==> src/rtl/vm_pkg.sv <==
// rtl/vm_pkg.sv - shared coin codes and coin acceptor state encoding
package vm_pkg;

  // Coin codes, shared with the vending FSM
  localparam logic [1:0] COIN_NONE = 2'b00;
  localparam logic [1:0] COIN_1    = 2'b01;
  localparam logic [1:0] COIN_2    = 2'b10;

  typedef enum logic [2:0] {
    IDLE     = 3'd0,
    DEB_HI   = 3'd1,
    MEASURE  = 3'd2,
    DEB_LO   = 3'd3,
    CLASSIFY = 3'd4,
    JAM      = 3'd5,
    LOCKOUT  = 3'd6
  } acc_state_e;

endpackage

==> src/rtl/coin_acceptor_if.sv <==
// rtl/coin_acceptor_if.sv - coin acceptor to vending FSM link
interface coin_acceptor_if;
  import vm_pkg::*;

  logic       enable;
  logic [1:0] coin;
  logic       reject;
  logic       busy;

  // Vending side: grants acceptance, consumes results
  modport master (output enable, input coin, input reject, input busy);
  // Acceptor side
  modport slave  (input enable, output coin, output reject, output busy);
endinterface

==> src/rtl/sync_ff.sv <==
// rtl/sync_ff.sv - multi-flop synchroniser for an asynchronous level input
module sync_ff #(
  parameter int STAGES = 2
) (
  input  logic clk,
  input  logic rst_n,
  input  logic d,
  output logic q
);

  logic [STAGES-1:0] sr;

  // Shift the raw level through STAGES flops; reset clears to 0
  always_ff @(posedge clk or negedge rst_n) begin
    if (!rst_n) begin
      sr <= '0;
    end else begin
      sr <= {sr[STAGES-2:0], d};
    end
  end

  assign q = sr[STAGES-1];

endmodule

==> src/rtl/coin_acceptor.sv <==
// rtl/coin_acceptor.sv - debounces the slot sensor and classifies coins by beam width
module coin_acceptor
  import vm_pkg::*;
#(
  parameter int SYNC_STAGES  = 2,
  parameter int DEBOUNCE_CYC = 4,
  parameter int W_MIN1       = 8,
  parameter int W_MAX1       = 15,
  parameter int W_MIN2       = 20,
  parameter int W_MAX2       = 31,
  parameter int LOCKOUT_CYC  = 8,
  parameter int CNT_W        = 6
) (
  input  logic            clk,
  input  logic            rst_n,
  input  logic            sense_in,
  coin_acceptor_if.slave  bus
);

  localparam logic [CNT_W-1:0] DEB_C       = CNT_W'(DEBOUNCE_CYC);
  localparam logic [CNT_W-1:0] MIN1_C      = CNT_W'(W_MIN1);
  localparam logic [CNT_W-1:0] MAX1_C      = CNT_W'(W_MAX1);
  localparam logic [CNT_W-1:0] MIN2_C      = CNT_W'(W_MIN2);
  localparam logic [CNT_W-1:0] MAX2_C      = CNT_W'(W_MAX2);
  localparam logic [CNT_W-1:0] JAM_C       = CNT_W'(W_MAX2 + 1);
  localparam logic [CNT_W-1:0] LOCK_LAST_C = CNT_W'(LOCKOUT_CYC - 1);
  localparam logic [CNT_W-1:0] ONE_C       = CNT_W'(1);

  logic             sense_s;
  acc_state_e       state, state_nxt;
  logic [CNT_W-1:0] wcnt, wcnt_nxt, wcnt_inc;
  logic [CNT_W-1:0] dcnt, dcnt_nxt, dcnt_inc;
  logic [1:0]       coin_q, coin_nxt;
  logic             reject_q, reject_nxt;

  sync_ff #(.STAGES(SYNC_STAGES)) u_sync (
    .clk   (clk),
    .rst_n (rst_n),
    .d     (sense_in),
    .q     (sense_s)
  );

  // Width counter saturates so it can never wrap into a valid band
  assign wcnt_inc = (wcnt == {CNT_W{1'b1}}) ? wcnt : wcnt + ONE_C;
  assign dcnt_inc = (dcnt == {CNT_W{1'b1}}) ? dcnt : dcnt + ONE_C;

  // Next-state, counter and result decode
  always_comb begin
    state_nxt  = state;
    wcnt_nxt   = wcnt;
    dcnt_nxt   = dcnt;
    coin_nxt   = COIN_NONE;
    reject_nxt = 1'b0;
    case (state)
      IDLE: begin
        if (sense_s) begin
          state_nxt = DEB_HI;
          wcnt_nxt  = ONE_C;
        end
      end
      DEB_HI: begin
        if (!sense_s) begin
          state_nxt = IDLE;
          wcnt_nxt  = '0;
        end else begin
          wcnt_nxt = wcnt_inc;
          if (wcnt_inc >= DEB_C) state_nxt = MEASURE;
        end
      end
      MEASURE: begin
        if (!sense_s) begin
          state_nxt = DEB_LO;
          dcnt_nxt  = ONE_C;
        end else begin
          wcnt_nxt = wcnt_inc;
          if (wcnt_inc >= JAM_C) begin
            state_nxt  = JAM;
            reject_nxt = 1'b1;
            dcnt_nxt   = '0;
          end
        end
      end
      DEB_LO: begin
        if (sense_s) begin
          // A short low was a glitch inside the coin: resume counting
          wcnt_nxt = wcnt_inc;
          if (wcnt_inc >= JAM_C) begin
            state_nxt  = JAM;
            reject_nxt = 1'b1;
            dcnt_nxt   = '0;
          end else begin
            state_nxt = MEASURE;
          end
        end else begin
          dcnt_nxt = dcnt_inc;
          if (dcnt_inc >= DEB_C) state_nxt = CLASSIFY;
        end
      end
      CLASSIFY: begin
        state_nxt = LOCKOUT;
        dcnt_nxt  = '0;
        if (!bus.enable) begin
          reject_nxt = 1'b1;
        end else if (wcnt >= MIN1_C && wcnt <= MAX1_C) begin
          coin_nxt = COIN_1;
        end else if (wcnt >= MIN2_C && wcnt <= MAX2_C) begin
          coin_nxt = COIN_2;
        end else begin
          reject_nxt = 1'b1;
        end
      end
      JAM: begin
        // Wait for the beam to stay clear before re-arming
        if (sense_s) begin
          dcnt_nxt = '0;
        end else if (dcnt_inc >= DEB_C) begin
          state_nxt = LOCKOUT;
          dcnt_nxt  = '0;
        end else begin
          dcnt_nxt = dcnt_inc;
        end
      end
      LOCKOUT: begin
        if (dcnt >= LOCK_LAST_C) begin
          state_nxt = IDLE;
          dcnt_nxt  = '0;
          wcnt_nxt  = '0;
        end else begin
          dcnt_nxt = dcnt_inc;
        end
      end
      default: begin
        state_nxt = IDLE;
        wcnt_nxt  = '0;
        dcnt_nxt  = '0;
      end
    endcase
  end

  // State, counters and registered result pulses
  always_ff @(posedge clk or negedge rst_n) begin
    if (!rst_n) begin
      state    <= IDLE;
      wcnt     <= '0;
      dcnt     <= '0;
      coin_q   <= COIN_NONE;
      reject_q <= 1'b0;
    end else begin
      state    <= state_nxt;
      wcnt     <= wcnt_nxt;
      dcnt     <= dcnt_nxt;
      coin_q   <= coin_nxt;
      reject_q <= reject_nxt;
    end
  end

  assign bus.coin   = coin_q;
  assign bus.reject = reject_q;
  assign bus.busy   = (state != IDLE);

endmodule

==> src/flat_wrapper.sv <==
// flat-port wrapper written by rule: the top's interface ports become plain ports
module coin_acceptor_flat import vm_pkg::*;
#(
  parameter int SYNC_STAGES  = 2,
  parameter int DEBOUNCE_CYC = 4,
  parameter int W_MIN1       = 8,
  parameter int W_MAX1       = 15,
  parameter int W_MIN2       = 20,
  parameter int W_MAX2       = 31,
  parameter int LOCKOUT_CYC  = 8,
  parameter int CNT_W        = 6
)
  (clk, rst_n, sense_in, bus_enable, bus_coin, bus_reject, bus_busy);
  coin_acceptor_if bus_i ();
  input  logic clk;
  input  logic rst_n;
  input  logic sense_in;
  input wire logic [$bits(bus_i.enable)-1:0] bus_enable;
  output wire logic [$bits(bus_i.coin)-1:0] bus_coin;
  output wire logic [$bits(bus_i.reject)-1:0] bus_reject;
  output wire logic [$bits(bus_i.busy)-1:0] bus_busy;
  assign bus_i.enable = bus_enable;
  assign bus_coin = bus_i.coin;
  assign bus_reject = bus_i.reject;
  assign bus_busy = bus_i.busy;
  coin_acceptor #(.SYNC_STAGES(SYNC_STAGES), .DEBOUNCE_CYC(DEBOUNCE_CYC), .W_MIN1(W_MIN1), .W_MAX1(W_MAX1), .W_MIN2(W_MIN2), .W_MAX2(W_MAX2), .LOCKOUT_CYC(LOCKOUT_CYC), .CNT_W(CNT_W)) u_core (.clk(clk), .rst_n(rst_n), .sense_in(sense_in), .bus(bus_i));
endmodule
==> config.mk <==
export PLATFORM = sky130hd
export DESIGN_NAME = coin_acceptor_flat
export DESIGN_NICKNAME = d
export VERILOG_FILES = /design/src/rtl/vm_pkg.sv /design/src/rtl/coin_acceptor_if.sv /design/src/rtl/sync_ff.sv /design/src/rtl/coin_acceptor.sv /design/src/flat_wrapper.sv
export SDC_FILE = /design/constraint.sdc
export NUM_CORES = 1
export LEC_CHECK = 0
export CORE_MARGIN = 1
export CORE_UTILIZATION = 41
export CTS_BUF_LIST = sky130_fd_sc_hd__clkbuf_16
export DETAILED_ROUTE_END_ITERATION = 7
export PLACE_DENSITY = 0.69
export REMOVE_ABC_BUFFERS = 1
export SETUP_SLACK_MARGIN = 0.2
export SYNTH_ARGS = -nofsm -noshare
export SYNTH_HDL_FRONTEND = slang
export SYNTH_HIERARCHICAL = 1
export SYNTH_SLANG_ARGS = --single-unit
==> constraint.sdc <==
create_clock -name clk -period 2.5 [get_ports clk]
set_clock_uncertainty 0.1 [all_clocks]
set_input_delay 0.25 -clock clk [delete_from_list [all_inputs] [get_ports clk]]
set_output_delay 0.25 -clock clk [all_outputs]
set_load 0.02 [all_outputs]
# Word level (Yosys, flattened, before mapping)
# Index checks and enable logic that the tools add are counted.
# totals
regBits	20
# classes
addsub	2
order_cmp	8
muxes	36
n_eq_ne	16
reduce_logical	9
n_bitwise	1
# op_table
cell	count
$mux W6	12
$pmux W6 S5	2
$mux W3	11
$pmux W3 S7	1
$ge A6 B3 Y1 const B	3
$add A6 B1 Y6 const B	2
$eq A6 B6 Y1 const B	2
$eq A3 B3 Y1 const B	3
$ne A3 B2 Y1 const B	3
$mux W2	4
$reduce_and A7 Y1	1
$eq A3 B2 Y1 const B	2
$ge A6 B4 Y1 const B	1
$ge A6 B5 Y1 const B	1
$ge A6 B6 Y1 const B	1
$le A6 B4 Y1 const B	1
$le A6 B5 Y1 const B	1
$ne A2 B1 Y1 const B	3
$reduce_or A2 Y1	3
$mux W1	5
$ne A2 B2 Y1 const B	2
$reduce_and A4 Y1	1
$eq A3 B1 Y1 const B	1
$logic_not A3 Y1	1
other kinds (4)	5

# Longest topological paths before layout
# depth
ltp_word	6
mapped_depth	7
ltp_nobuf	7

# Hierarchy
# The synthesis kept the hierarchy.
# modules_own_cells
module	n_inst	seq_area_each_um2	area_per_inst_um2	cells_per_inst
coin_acceptor	1	450.4	1336.3	161
sync_ff	1	50.0	50.0	2

# Worst setup path before layout
# No wires, ideal clock.
# synth_path
path_kind	reg2reg
start	register u_core.wcnt[0]
end	register u_core.state[1]
setup_time_ns	0.120
path_buffers	0
path_stages_with_launch	8
setup_slack_ns	0.274
t_arrival_ns	2.007
synth_period_minus_slack_ns	2.226
path_cell_list	dfrtp_1 -> ha_1 -> and2_4 -> a31oi_1 -> a2111oi_2 -> a221o_1 -> or3_4 -> o22a_2
# synth_via
elab_chain_cells	6
elab_cells_between_ends	11
cone_classes	add/sub: 1; order compare: 2; eq/ne: 3; mux: 4; reduce/logical: 1
# synth_lines
item	line	source
start, declared	coin_acceptor.sv:31	logic [CNT_W-1:0] wcnt, wcnt_nxt, wcnt_inc;
start signal, assigned	coin_acceptor.sv:150	wcnt <= wcnt_nxt;
$add A6 B1 Y6 / $eq A6 B6 Y1 (equally long branches)	coin_acceptor.sv:44	assign wcnt_inc = (wcnt == {CNT_W{1'b1}}) ? wcnt : wcnt + ONE_C;
$mux W6 *	coin_acceptor.sv:44	
$ge A6 B6 Y1	coin_acceptor.sv:76, coin_acceptor.sv:87	
$mux W3	coin_acceptor.sv:87	if (wcnt_inc >= JAM_C) begin
$mux W3	coin_acceptor.sv:84	if (sense_s) begin
$pmux W3 S7	coin_acceptor.sv:54	case (state)
end signal, assigned	coin_acceptor.sv:149	state <= state_nxt;
end, declared	coin_acceptor.sv:30	acc_state_e state, state_nxt;
# Every way passes the cells marked *; elsewhere a longest branch is shown, timed or not.
# A chain may end at the register's enable or synchronous reset.

# Worst setup path in the final report
# layout_path
start	register u_core.wcnt[1]
end	register u_core.state[2]
# Same word-level chain as after synthesis.

==> impl_metrics.csv <==
group,metric,value,unit
pwr,power_density,1110,nW/um2
synthesis,postSynthAreaPerCell,8.51,um2
worst_setup_path,cp_data_required_time,2.55,ns
synthesis,synth_common_cells,"sky130_fd_sc_hd__a21oi_1 (20), sky130_fd_sc_hd__dfrtp_1 (20), sky130_fd_sc_hd__nand2_1 (16)",
pwr,leakagePower,0.677,nW
sta,finalCritPeriodShare,90.9,%
hold_path,hold_class,"input pin to async pin",
sta,final-max-slew-violation-count,0,
synthesis,netlist_area,1390,um2
drt,antenna_left,0,
synthesis,yosys_most_used_dff,"sky130_fd_sc_hd__dfrtp_1",
global_route,gr-total-overflow,0,
sta,totalNegativeSetupSlack,0,ns
sta,fin_ws,0.226,ns
clock_tree,worst_skew_late_latency,0.25,ns
sta,fmaxAchievable,440,MHz
floorplanning,num_io_pins,8,
drt,post-route-drc-count,0,
drt,routed_wl,3280,um
global_route,groute.usage.overall,19.7,%
sta,timing.slew.headroom,59.5,%
sta,setup_viol_count_final,0,
synthesis,number_of_distinct_standard_cells_referenced_by_the_synthesized_netlist,50,
outcome,status,"finished clean",
worst_setup_path,critPathLaunchType,"register",
synthesis,synth-async-reset-ratio,100,%
synthesis,synth_edf_count,0,
clock_tree,cts_buffers,3,
synthesis,flops_latches_synth,20,
job,max-cap-violations,0,
synthesis,post_synth_inst_count,163,
place,gp_congestion,0.956,
global_route,grt_antenna_before_repair,0,
floorplanning,initial_cell_density_of_the_core,44.3,%
global_route,grt_start_max_net_pins,21,
drt,drt_pass1_iterations,4,
clock_tree,cts_tree,"built",
synthesis,synth_top_area_share,36.1,%
clock_tree,htree_levels,1,
cells_and_area,drive_above_1_share,17.3,%
worst_setup_path,critical_path_arrival,2.32,ns
synthesis,synth_largest_area_cell,"sky130_fd_sc_hd__dfrtp_1",
synthesis,yosysSeqAreaShare,36.1,%
clock_tree,cts_hold_buf,0,
pwr,fin_total_pwr,1.83,mW
pwr,ir_drop_worst_vdd,0.000507,V
sta,fin_crit,2.27,ns
sta,worst_hold_slack,0.240,ns
synthesis,synth_top_cells_by_area,"sky130_fd_sc_hd__dfrtp_1 (36%), sky130_fd_sc_hd__a21oi_1 (7.2%), sky130_fd_sc_hd__nand2_1 (4.3%), sky130_fd_sc_hd__nor2_1 (3.5%), sky130_fd_sc_hd__clkbuf_8 (3.0%)",
worst_setup_path,critical_path.max_fanout,5,
global_route,global_route_wire_length_before_repair,5350,um
global_route,grt_pass1_vias,1108,
clock_tree,cts.path.max_buffers,2,
sta,hold_violations,0,
drt,dr.first_iter.drc_count,99,
cells_and_area,insertedDiodeCount,0,
worst_setup_path,kind_of_critical_path,"register to register",
clock_tree,clock_pin_slew_on_the_worst_setup_and_hold_paths,0.06,ns
place,detailedPlace.worstSlack,0.116,ns
worst_setup_path,reg2reg_setup_slack,0.23,ns
floorplanning,dieWidth,60.2,um
cells_and_area,area.growth.synth_to_final,18.7,%
floorplanning,die_y,60.2,um
clock_tree,ctsRootBufferMaster,"sky130_fd_sc_hd__clkbuf_16",
place,port_buffers,7,
drt,routed-via-count,1309,
worst_setup_path,endpoint_kind,"register",
cells_and_area,postLayoutCoreUtil,52.6,%
drt,routed_via_density,6.03,
floorplanning,die-area,3620,um2
floorplanning,fp.coreArea,3130,um2
drt,drt-wirelength-per-cell,15.1,um
clock_tree,clkSinkCount,20,
place,hpwl,2240,um
sta,rsz0062_at_grt,"yes",
cells_and_area,final_net_count,181,
cells_and_area,filler_cells_inserted,283,
floorplanning,fp-row-count,20,
synthesis,ys_warn_count,6,
sta,worst_pin_slew,0.604,ns
-- cell families (layout without fill, tap and decap cells) --
| kind of cell | after synthesis | in the layout | synth area share (%) |
|---|---|---|---|
| simple gates | 63 | 63 | 23.6 |
| compound gates | 57 | 57 | 28.1 |
| mux | 1 | 1 | 0.812 |
| xor+xnor | 1 | 1 | 0.632 |
| fa+ha+maj | 3 | 3 | 2.71 |
| buf+inv | 18 | 28 | 8.12 |
| flops | 20 | 20 | 36.1 |
-- sequential cells by signal (all words and copies together) (netlist names) --
signal / cells
u_core/wcnt: 6
u_core/dcnt: 6
u_core/bus.coin: 2
u_core/bus.reject: 1
u_core/state: 3
u_core/u_sync/sr: 2
-- critical path: stages (launching register included) --
cell                        delay [ns]
sky130_fd_sc_hd__dfrtp_1          0.41
sky130_fd_sc_hd__ha_4             0.18
sky130_fd_sc_hd__and2_4           0.18
sky130_fd_sc_hd__a31oi_4          0.18
sky130_fd_sc_hd__a2111oi_2        0.08
sky130_fd_sc_hd__a221o_1          0.41
sky130_fd_sc_hd__or3_4            0.41
sky130_fd_sc_hd__o41ai_2          0.22
-- power breakdown --
group | switching (mW) | internal, mW
Combinational | 0.454 | 0.389
Sequential | 0.148 | 0.395
Clock | 0.127 | 0.318
Total | 0.730 | 1.10
-- final cells by class --
type	count	area, um2	share of cell area (%)
clock buffers	3	75.1	4.56
clock inverters	1	30.0	1.83
inverters	9	33.8	2.05
multi-input cells	125	821	49.9
flip-flops and latches	20	500	30.4
well taps	44	55.1	3.35
repair buffers	15	130	7.91
-- routing by layer --
layer | up-vias | share of wire, % | global-route usage (%)
li1 | 622 | - | -
met1 | 645 | 44 | 25.9
met2 | 36 | 50 | 32.7
met3 | 6 | 4.6 | 5.41
met4 | 0 | 1.2 | 2.66
met5 | - | 0 | 0
-- final timing paths --
path | startpoint | to | cells after the start
min | rst_n | u_core/wcnt[1]$_DFFE_PN0P_ | 2
max in group asynchronous | rst_n | u_core/bus.coin[0]$_DFF_PN0_ | 2
min reg2reg | u_core/u_sync/sr[0]$_DFF_PN0_ | u_core/u_sync/sr[1]$_DFF_PN0_ | 0
max reg2reg | u_core/wcnt[1]$_DFFE_PN0P_ | u_core/state[2]$_DFFE_PN0P_ | 7
min in group clk | u_core/u_sync/sr[0]$_DFF_PN0_ | u_core/u_sync/sr[1]$_DFF_PN0_ | 0
max | u_core/wcnt[1]$_DFFE_PN0P_ | u_core/state[2]$_DFFE_PN0P_ | 7
-- metrics by stage --
stage	instance area, um2	cells
2_1_floorplan	1310	154
3_3_place_gp	1460	209
3_5_place_dp	1460	209
4_1_cts	1580	214
5_1_grt	1650	217
6_report	1650	217
-- cells in the final DEF (no fill, tap or decap), types with 2 or more instances in the layout --
cell                               n
sky130_fd_sc_hd__a211oi_1          3
sky130_fd_sc_hd__a21oi_1          20
sky130_fd_sc_hd__a221o_1           2
sky130_fd_sc_hd__a22o_1            2
sky130_fd_sc_hd__a31oi_1           4
sky130_fd_sc_hd__a41oi_1           2
sky130_fd_sc_hd__and2_4            2
sky130_fd_sc_hd__and3_1            3
sky130_fd_sc_hd__buf_4             8
sky130_fd_sc_hd__clkbuf_16         3
sky130_fd_sc_hd__clkdlybuf4s50_1   7
sky130_fd_sc_hd__dfrtp_1          20
sky130_fd_sc_hd__ha_1              2
sky130_fd_sc_hd__inv_1             9
sky130_fd_sc_hd__nand2_1          16
sky130_fd_sc_hd__nand2b_1          2
sky130_fd_sc_hd__nand3_1           7
sky130_fd_sc_hd__nand4b_1          2
sky130_fd_sc_hd__nor2_1           13
sky130_fd_sc_hd__nor3_1            7
sky130_fd_sc_hd__o21ai_0           8
-- repair_timing --
action | in CTS | in global routing
buffers inserted | 1 | 3
cloned | 0 | 0
setup endpoints to repair | 4 | 6
resized for setup | 2 | 8
pin swaps | 0 | 1
Power figures use the tool's default switching activity.
